===== config.mk =====
export PLATFORM = sky130hd
export DESIGN_NAME = mem_access_unit
export DESIGN_NICKNAME = d
export VERILOG_FILES = /design/src/rtl/mips_pkg.sv /design/src/rtl/mem_access_unit.sv
export SDC_FILE = /design/constraint.sdc
export NUM_CORES = 1
export LEC_CHECK = 0
export BUFFER_PORTS_ARGS = -buffer_cell sky130_fd_sc_hd__clkbuf_2
export CAP_MARGIN = 15
export CELL_PAD_IN_SITES_DETAIL_PLACEMENT = 1
export CELL_PAD_IN_SITES_GLOBAL_PLACEMENT = 1
export CORE_MARGIN = 3
export CORE_UTILIZATION = 36
export CTS_BUF_LIST = sky130_fd_sc_hd__clkbuf_8 sky130_fd_sc_hd__clkbuf_16
export CTS_CLUSTER_DIAMETER = 150
export CTS_CLUSTER_SIZE = 10
export DETAILED_ROUTE_END_ITERATION = 10
export PLACE_DENSITY_LB_ADDON = 0.1
export RECOVER_POWER = 25
export SETUP_SLACK_MARGIN = 0.2
export SLEW_MARGIN = 20
export SYNTH_ARGS = -nofsm -noshare
export SYNTH_HDL_FRONTEND = slang
export SYNTH_SLANG_ARGS = --single-unit

===== constraint.sdc =====
create_clock -name clk -period 4.3 [get_ports clk]
set_input_delay 0.86 -clock clk [delete_from_list [all_inputs] [get_ports clk]]
set_output_delay 0.86 -clock clk [all_outputs]
set_load 0.05 [all_outputs]

===== src/rtl/mips_pkg.sv =====
// Shared MIPS pipeline definitions used by the memory-access stage.
package mips_pkg;

    typedef enum logic [1:0] {
        ST_IDLE = 2'd0,
        ST_REQ  = 2'd1,
        ST_WAIT = 2'd2,
        ST_DONE = 2'd3
    } mau_state_e;

    localparam int TIMEOUT_CYC_DEF = 255;

endpackage


===== src/rtl/mem_access_unit.sv =====
// MEM-stage data-memory access sequencer: issues one dmem transaction per load/store,
// stalls the pipeline until it completes, and reports alignment and bus-timeout faults.
module mem_access_unit
    import mips_pkg::*;
#(
    parameter int TIMEOUT_CYC = TIMEOUT_CYC_DEF
) (
    input  logic        clk,
    input  logic        rst_n,
    input  logic        ValidM,
    input  logic        MemReadM,
    input  logic        MemWriteM,
    input  logic [31:0] ALUOutM,
    input  logic [31:0] WriteDataM,
    output logic        StallM,
    output logic [31:0] ReadDataM,
    output logic        AlignErrM,
    output logic        BusErrM,
    output logic        dmem_req,
    output logic        dmem_we,
    output logic [31:0] dmem_addr,
    output logic [31:0] dmem_wdata,
    input  logic        dmem_gnt,
    input  logic        dmem_rvalid,
    input  logic [31:0] dmem_rdata,
    output mau_state_e  dbg_state
);

    localparam int CNT_W = $clog2(TIMEOUT_CYC + 1);

    // Handshake: dmem_req is held with stable addr/we/wdata until a cycle where
    // dmem_gnt is high; dmem_rvalid is only honoured in WAIT or in the granting REQ cycle of a load.

    mau_state_e       state_q, state_d;
    logic [31:0]      addr_q, addr_d;
    logic [31:0]      wdata_q, wdata_d;
    logic             we_q, we_d;
    logic [CNT_W-1:0] cnt_q, cnt_d;
    logic [31:0]      rdata_q, rdata_d;
    logic             align_q, align_d;
    logic             bus_q, bus_d;

    logic mem_op;
    logic timeout;

    assign mem_op  = ValidM & (MemReadM | MemWriteM);
    // The cycle whose increment makes the counter reach TIMEOUT_CYC is the last one spent waiting.
    assign timeout = (cnt_q == CNT_W'(TIMEOUT_CYC - 1));

    always_comb begin
        state_d   = state_q;
        addr_d    = addr_q;
        wdata_d   = wdata_q;
        we_d      = we_q;
        cnt_d     = cnt_q;
        rdata_d   = rdata_q;
        align_d   = align_q;
        bus_d     = bus_q;
        StallM    = 1'b0;
        dmem_req  = 1'b0;
        dmem_we   = 1'b0;
        ReadDataM = 32'd0;
        AlignErrM = 1'b0;
        BusErrM   = 1'b0;

        case (state_q)
            ST_IDLE: begin
                rdata_d = 32'd0;
                align_d = 1'b0;
                bus_d   = 1'b0;
                if (mem_op) begin
                    StallM = 1'b1;
                    if (ALUOutM[1:0] == 2'b00) begin
                        addr_d  = {ALUOutM[31:2], 2'b00};
                        wdata_d = WriteDataM;
                        we_d    = MemWriteM;
                        cnt_d   = '0;
                        state_d = ST_REQ;
                    end else begin
                        align_d = 1'b1;
                        state_d = ST_DONE;
                    end
                end
            end
            ST_REQ: begin
                StallM   = 1'b1;
                dmem_req = 1'b1;
                dmem_we  = we_q;
                cnt_d    = cnt_q + CNT_W'(1);
                if (dmem_gnt) begin
                    if (we_q) begin
                        state_d = ST_DONE;
                    end else if (dmem_rvalid) begin
                        rdata_d = dmem_rdata;
                        state_d = ST_DONE;
                    end else begin
                        state_d = ST_WAIT;
                    end
                end else if (timeout) begin
                    bus_d   = 1'b1;
                    rdata_d = 32'd0;
                    state_d = ST_DONE;
                end
            end
            ST_WAIT: begin
                StallM = 1'b1;
                cnt_d  = cnt_q + CNT_W'(1);
                if (dmem_rvalid) begin
                    rdata_d = dmem_rdata;
                    state_d = ST_DONE;
                end else if (timeout) begin
                    bus_d   = 1'b1;
                    rdata_d = 32'd0;
                    state_d = ST_DONE;
                end
            end
            ST_DONE: begin
                ReadDataM = rdata_q;
                AlignErrM = align_q;
                BusErrM   = bus_q;
                state_d   = ST_IDLE;
            end
            default: state_d = ST_IDLE;
        endcase
    end

    always_ff @(posedge clk) begin
        if (!rst_n) begin
            state_q <= ST_IDLE;
            addr_q  <= 32'd0;
            wdata_q <= 32'd0;
            we_q    <= 1'b0;
            cnt_q   <= '0;
            rdata_q <= 32'd0;
            align_q <= 1'b0;
            bus_q   <= 1'b0;
        end else begin
            state_q <= state_d;
            addr_q  <= addr_d;
            wdata_q <= wdata_d;
            we_q    <= we_d;
            cnt_q   <= cnt_d;
            rdata_q <= rdata_d;
            align_q <= align_d;
            bus_q   <= bus_d;
        end
    end

    assign dmem_addr  = addr_q;
    assign dmem_wdata = wdata_q;
    assign dbg_state  = state_q;

endmodule


# Word level (Yosys, flattened, before mapping)
# Index checks and enable logic that the tools add are counted.
# W data, S select, Z words.
classes:
  bitwise_logic: 2
  mux: 30
  eq_ne: 10
  reduce_logical: 9
  addsub: 1
op_table:
  columns: ["cell", "count"]
  rows:
  - ["$mux W32", 6]
  - ["$pmux W32 S3", 1]
  - ["$mux W8", 2]
  - ["$pmux W8 S2", 1]
  - ["$mux W1", 12]
  - ["$reduce_and A3 Y1", 4]
  - ["$mux W2", 5]
  - ["$add A8 B1 Y8 const B", 1]
  - ["$eq A8 B8 Y1 const B", 1]
  - ["$ne A2 B2 Y1 const B", 4]
  - ["$pmux W2 S4", 1]
  - ["$ne A3 B3 Y1 const B", 2]
  - ["$eq A2 B2 Y1 const B", 2]
  - ["$logic_not A2 Y1", 2]
  - ["$pmux W1 S3", 1]
  - ["$reduce_bool A3 Y1", 1]
  - ["$eq A2 B1 Y1 const B", 1]
  - ["$pmux W1 S2", 1]
  - ["$reduce_bool A2 Y1", 1]
  - ["$reduce_or A2 Y1", 1]
  - ["$and A1 B1 Y1", 1]
  - ["$or A1 B1 Y1", 1]
totals:
  wordCells: 60
  inputBits: 103
  ff_bits: 107
  out_inout_bits: 103

# Depth between registers and ports, before layout
logic_depth:
  depth_word: 4
  depth_mapped: 8
  depth_no_buf: 6

# Worst setup path after synthesis
# No wires, ideal clock.
synth_timing:
  path_type: "reg-to-output"
  startpoint: "register state_q[0], in the netlist dbg_state[0]"
  endpoint: "output StallM"
  stages_incl_launch_ff: 5
  n_path_buf: 0
  setup_slack_ns: 1.510
  t_required_ns: 3.440
  arrival_time_ns: 1.930
  path_cell_list: "dfxtp_1 inv_1 ha_1 a21oi_1 nor2_1"
synth_between:
  elab_chain_cells: 3
  word_cells_on_any_way: 5
  classes_between: "eq/ne: 2; mux: 1; reduce/logical: 2"
synth_rtl:
  columns: ["element", "line", "text"]
  rows:
  - ["from (decl)", "mem_access_unit.sv:34", "mau_state_e state_q, state_d;"]
  - ["from (signal assigned)", "mem_access_unit.sv:138", "state_q <= state_d;"]
  - ["$eq A2 B2 Y1 / $eq A2 B1 Y1 (equally long branches)", "mem_access_unit.sv:66", "case (state_q)"]
  - ["$reduce_or A2 Y1 (no line)", null, null]
  - ["$pmux W1 S2 *", "mem_access_unit.sv:66", null]
  - ["to (decl)", "mem_access_unit.sv:15", "output logic StallM,"]
# Mark *: on every way between the ends. The rest lies on a longest branch, timed or not.

# Worst setup path in the final report
layout_timing:
  startpoint: "register state_q[1], in the netlist dbg_state[1]"
  endpoint: "output ReadDataM[8]"
layout_between:
  elab_chain_cells: 2
layout_rtl:
  columns: ["element", "line", "text"]
  rows:
  - ["$eq A2 B2 Y1", "mem_access_unit.sv:66", null]
  - ["$mux W32", "mem_access_unit.sv:66", null]
  - ["to (decl)", "mem_access_unit.sv:16", "output logic [31:0] ReadDataM,"]
# No other way between the ends.

==> results.json <==
{
  "synth-edff-count": 0,
  "pin_count": 206,
  "ant_nets": 0,
  "synth.area.top_cells": "dfxtp_1, nand2_1, a21boi_0, a22o_1, and2_1",
  "dp_hpwl_um": 9310,
  "fmax_mhz": 326,
  "hold_path_depth": 2,
  "required_ns": 3.44,
  "io_buffers": 203,
  "finClkSkew_ns": 0.00444,
  "cp-end-kind": "primary output",
  "worst-path-max-fanout": 34,
  "netlist_area_um2": 4350,
  "p_leak_uw": 0.00236,
  "firstDrtPassIters": 4,
  "cp_top_family": "adder cells",
  "initial_core_util_pct": 37.5,
  "yosysTopAreaCell": "dfxtp_1",
  "comb_power_share_pct": 23.3,
  "numCtsBuffers": 9,
  "worstSetupPathDepth": 3,
  "routed_wl_um": 12700,
  "setup-violations-final": 0,
  "die_w_um": 116,
  "crit_type": "register to primary output",
  "critPathMaxStageDelay_ns": 0.86,
  "maxSlewHeadroom_pct": 34.2,
  "drcViolationCount": 0,
  "period_needed_ns": 3.07,
  "fill_cells": 1473,
  "arrival_ns": 2.21,
  "place_congestion": 0.727,
  "fin_util_pct": 48.3,
  "clockPowerShare_pct": 32.4,
  "rr_worst_depth": 6,
  "fin_nets": 777,
  "internal_power_uw": 1660,
  "p_seq_share_pct": 44.3,
  "htreeDepth": 3,
  "die-area_um2": 13400,
  "syn_inst": 481,
  "power_switching_uw": 828,
  "crit_path_start_kind": "register",
  "antenna_found_initial": 0,
  "ys_types": 47,
  "synthArstFlopShare_pct": 0,
  "path_cells": "ha_1 > and2_1 > clkbuf_2",
  "cts_hold_buf": 0,
  "hp-class": "register to register",
  "clock_sinks": 107,
  "synth_top_area_share_pct": 49.2,
  "grt_max_degree": 63,
  "cts_setup_buffers": 0,
  "grt_pass1_wl_um": 20100,
  "seq_area_frac_synth_pct": 49.2,
  "final_max_slew_viol_count": 0,
  "outcome": "finished, final reports clean",
  "clk_latency_ns": 0.34,
  "post_cts_resized": 0,
  "drive_gt1_share_pct": 27.3,
  "first_iter_violations": 194,
  "period_share_pct": 71.3,
  "num_rows": 39,
  "yosys_most_used_dff": "dfxtp_1",
  "p_per_area_nw_per_um2": 443,
  "vias": 4012,
  "max_slew.worst_pin.slew_ns": 0.988,
  "wl_per_cell_um": 15.6,
  "switching_share_pct": 33.3,
  "max_cap_viol_count": 0,
  "die_y_um": 116,
  "cpMaxStageDelayCell": "ha_1",
  "irDropWorstVdd_uv": 231,
  "antennaDiodeCount": 0,
  "hold_viol": 0,
  "synth_seq_cells": 107,
  "cts-root-buf": "clkbuf_16",
  "crit_buf_inv": 1,
  "tns_ns": 0,
  "yosysWarningCount": 0,
  "grt-ovfl-total": 0,
  "cts_tree": "built",
  "first_global_vias": 4090,
  "synthToLayoutAreaGrowth_pct": 29.0,
  "avgViaCountPerCell": 4.93,
  "cts.path.max_buffers": 2,
  "clk_pin_slew_ns": 0.07,
  "core-area_um2": 11600,
  "synth_area_per_cell_um2": 9.05,
  "grt_usage_pct": 18.8,
  "rsz0062_at_grt": "false"
}
[per-stage QoR]
stage	hold WS (ns)	power, uW	setup WS, ns	instances	cell area [um2]
floorplan	0.429	1560	1.51	482	4360
global placement	0.446	1700	1.54	798	5390
detailed placement	0.455	1720	1.45	798	5390
CTS	0.469	2530	1.15	814	5680
global route	0.486	2620	1.03	814	5610
finish	0.464	2490	1.23	814	5610
[synthesized netlist by cell type (2+ instances only)]
library cell	count
and3_1	2
o21ai_0	6
clkbuf_1	16
o21a_1	2
a21oi_1	10
a22o_2	2
clkbuf_8	3
o31ai_1	2
nor3_1	2
or3_1	4
a21boi_0	63
buf_4	2
dfxtp_1	107
a22o_1	31
nor2b_1	2
ha_1	8
nand3_1	4
buf_6	3
nand2_1	130
inv_1	5
buf_2	9
nor2_1	9
and2_1	35
[flip-flops by register name, summed over array words and instances (netlist names)]
register,count
align_q,1
bus_q,1
cnt_q,8
dbg_state,2
dmem_addr,30
dmem_wdata,32
rdata_q,32
we_q,1
[power by group through the flow]
stage | Clock, uW | Combinational (uW) | Sequential [uW]
floorplan | 0 | 318 | 1240
global placement | 0 | 578 | 1120
detailed placement | 0 | 590 | 1130
CTS | 835 | 592 | 1100
global route | 873 | 639 | 1110
finish | 807 | 579 | 1100
[path summary, 6_finish.rpt]
kind                 start  slack, ns             to
min          dmem_addr[15]       0.46  dmem_addr[15]
max           dbg_state[1]       1.23   ReadDataM[8]
min reg2reg  dmem_addr[15]       0.46  dmem_addr[15]
max reg2reg   dbg_state[0]       1.87  dmem_addr[25]
[cell type report]
class	instances	area [um2]	area share, %
Inverter	5	18.8	0.334
Timing Repair Buffer	206	976	17.4
Multi-Input combinational cell	337	2010	35.7
Sequential cell	107	2140	38.2
Clock inverter	4	25.0	0.446
Clock buffer	12	267	4.75
Tap cell	143	179	3.19
[routing by layer]
metal,GRT usage [%],vias to the layer above,part of all wire [%]
li1,-,1997,-
met1,22.4,1870,42
met2,32.0,129,49
met3,6.06,16,8.1
met4,6.26,0,1.5
met5,0,-,0
[worst register-to-register path, stage by stage (launching register included)]
cell	delay, ns
dfxtp_1	0.37
inv_1	0.14
ha_1	0.37
nand3_2	0.72
buf_4	0.52
nand2_1	0.10
a21boi_0	0.09
[cells by family after synthesis]
kind of cell	after synthesis	synth area share [%]
fa+ha+maj	8	2.30
compound gates	126	22.0
buf+inv	38	4.92
other cells	1	0.0861
mux	1	0.230
xor+xnor	2	0.402
simple gates	198	20.9
flops	107	49.2
[placed cells by master, fill, tap and decap left out, types with 2 or more instances in the layout]
master,Yosys,final
dfxtp_1,107,107
nor3_1,2,2
clkbuf_16,0,9
or3_1,4,4
a22o_2,2,2
o21ai_0,6,6
o21a_1,2,2
clkbuf_8,3,3
conb_1,1,2
ha_1,8,8
and2_1,35,35
buf_4,2,3
clkbuf_1,16,50
nor2b_1,2,2
a21boi_0,63,63
o31ai_1,2,2
clkbuf_2,0,153
a21oi_1,10,10
nor2_1,9,9
nand2_1,130,130
nand3_1,4,3
a22o_1,31,31
inv_1,5,6
(Power assumes the default switching activity.)
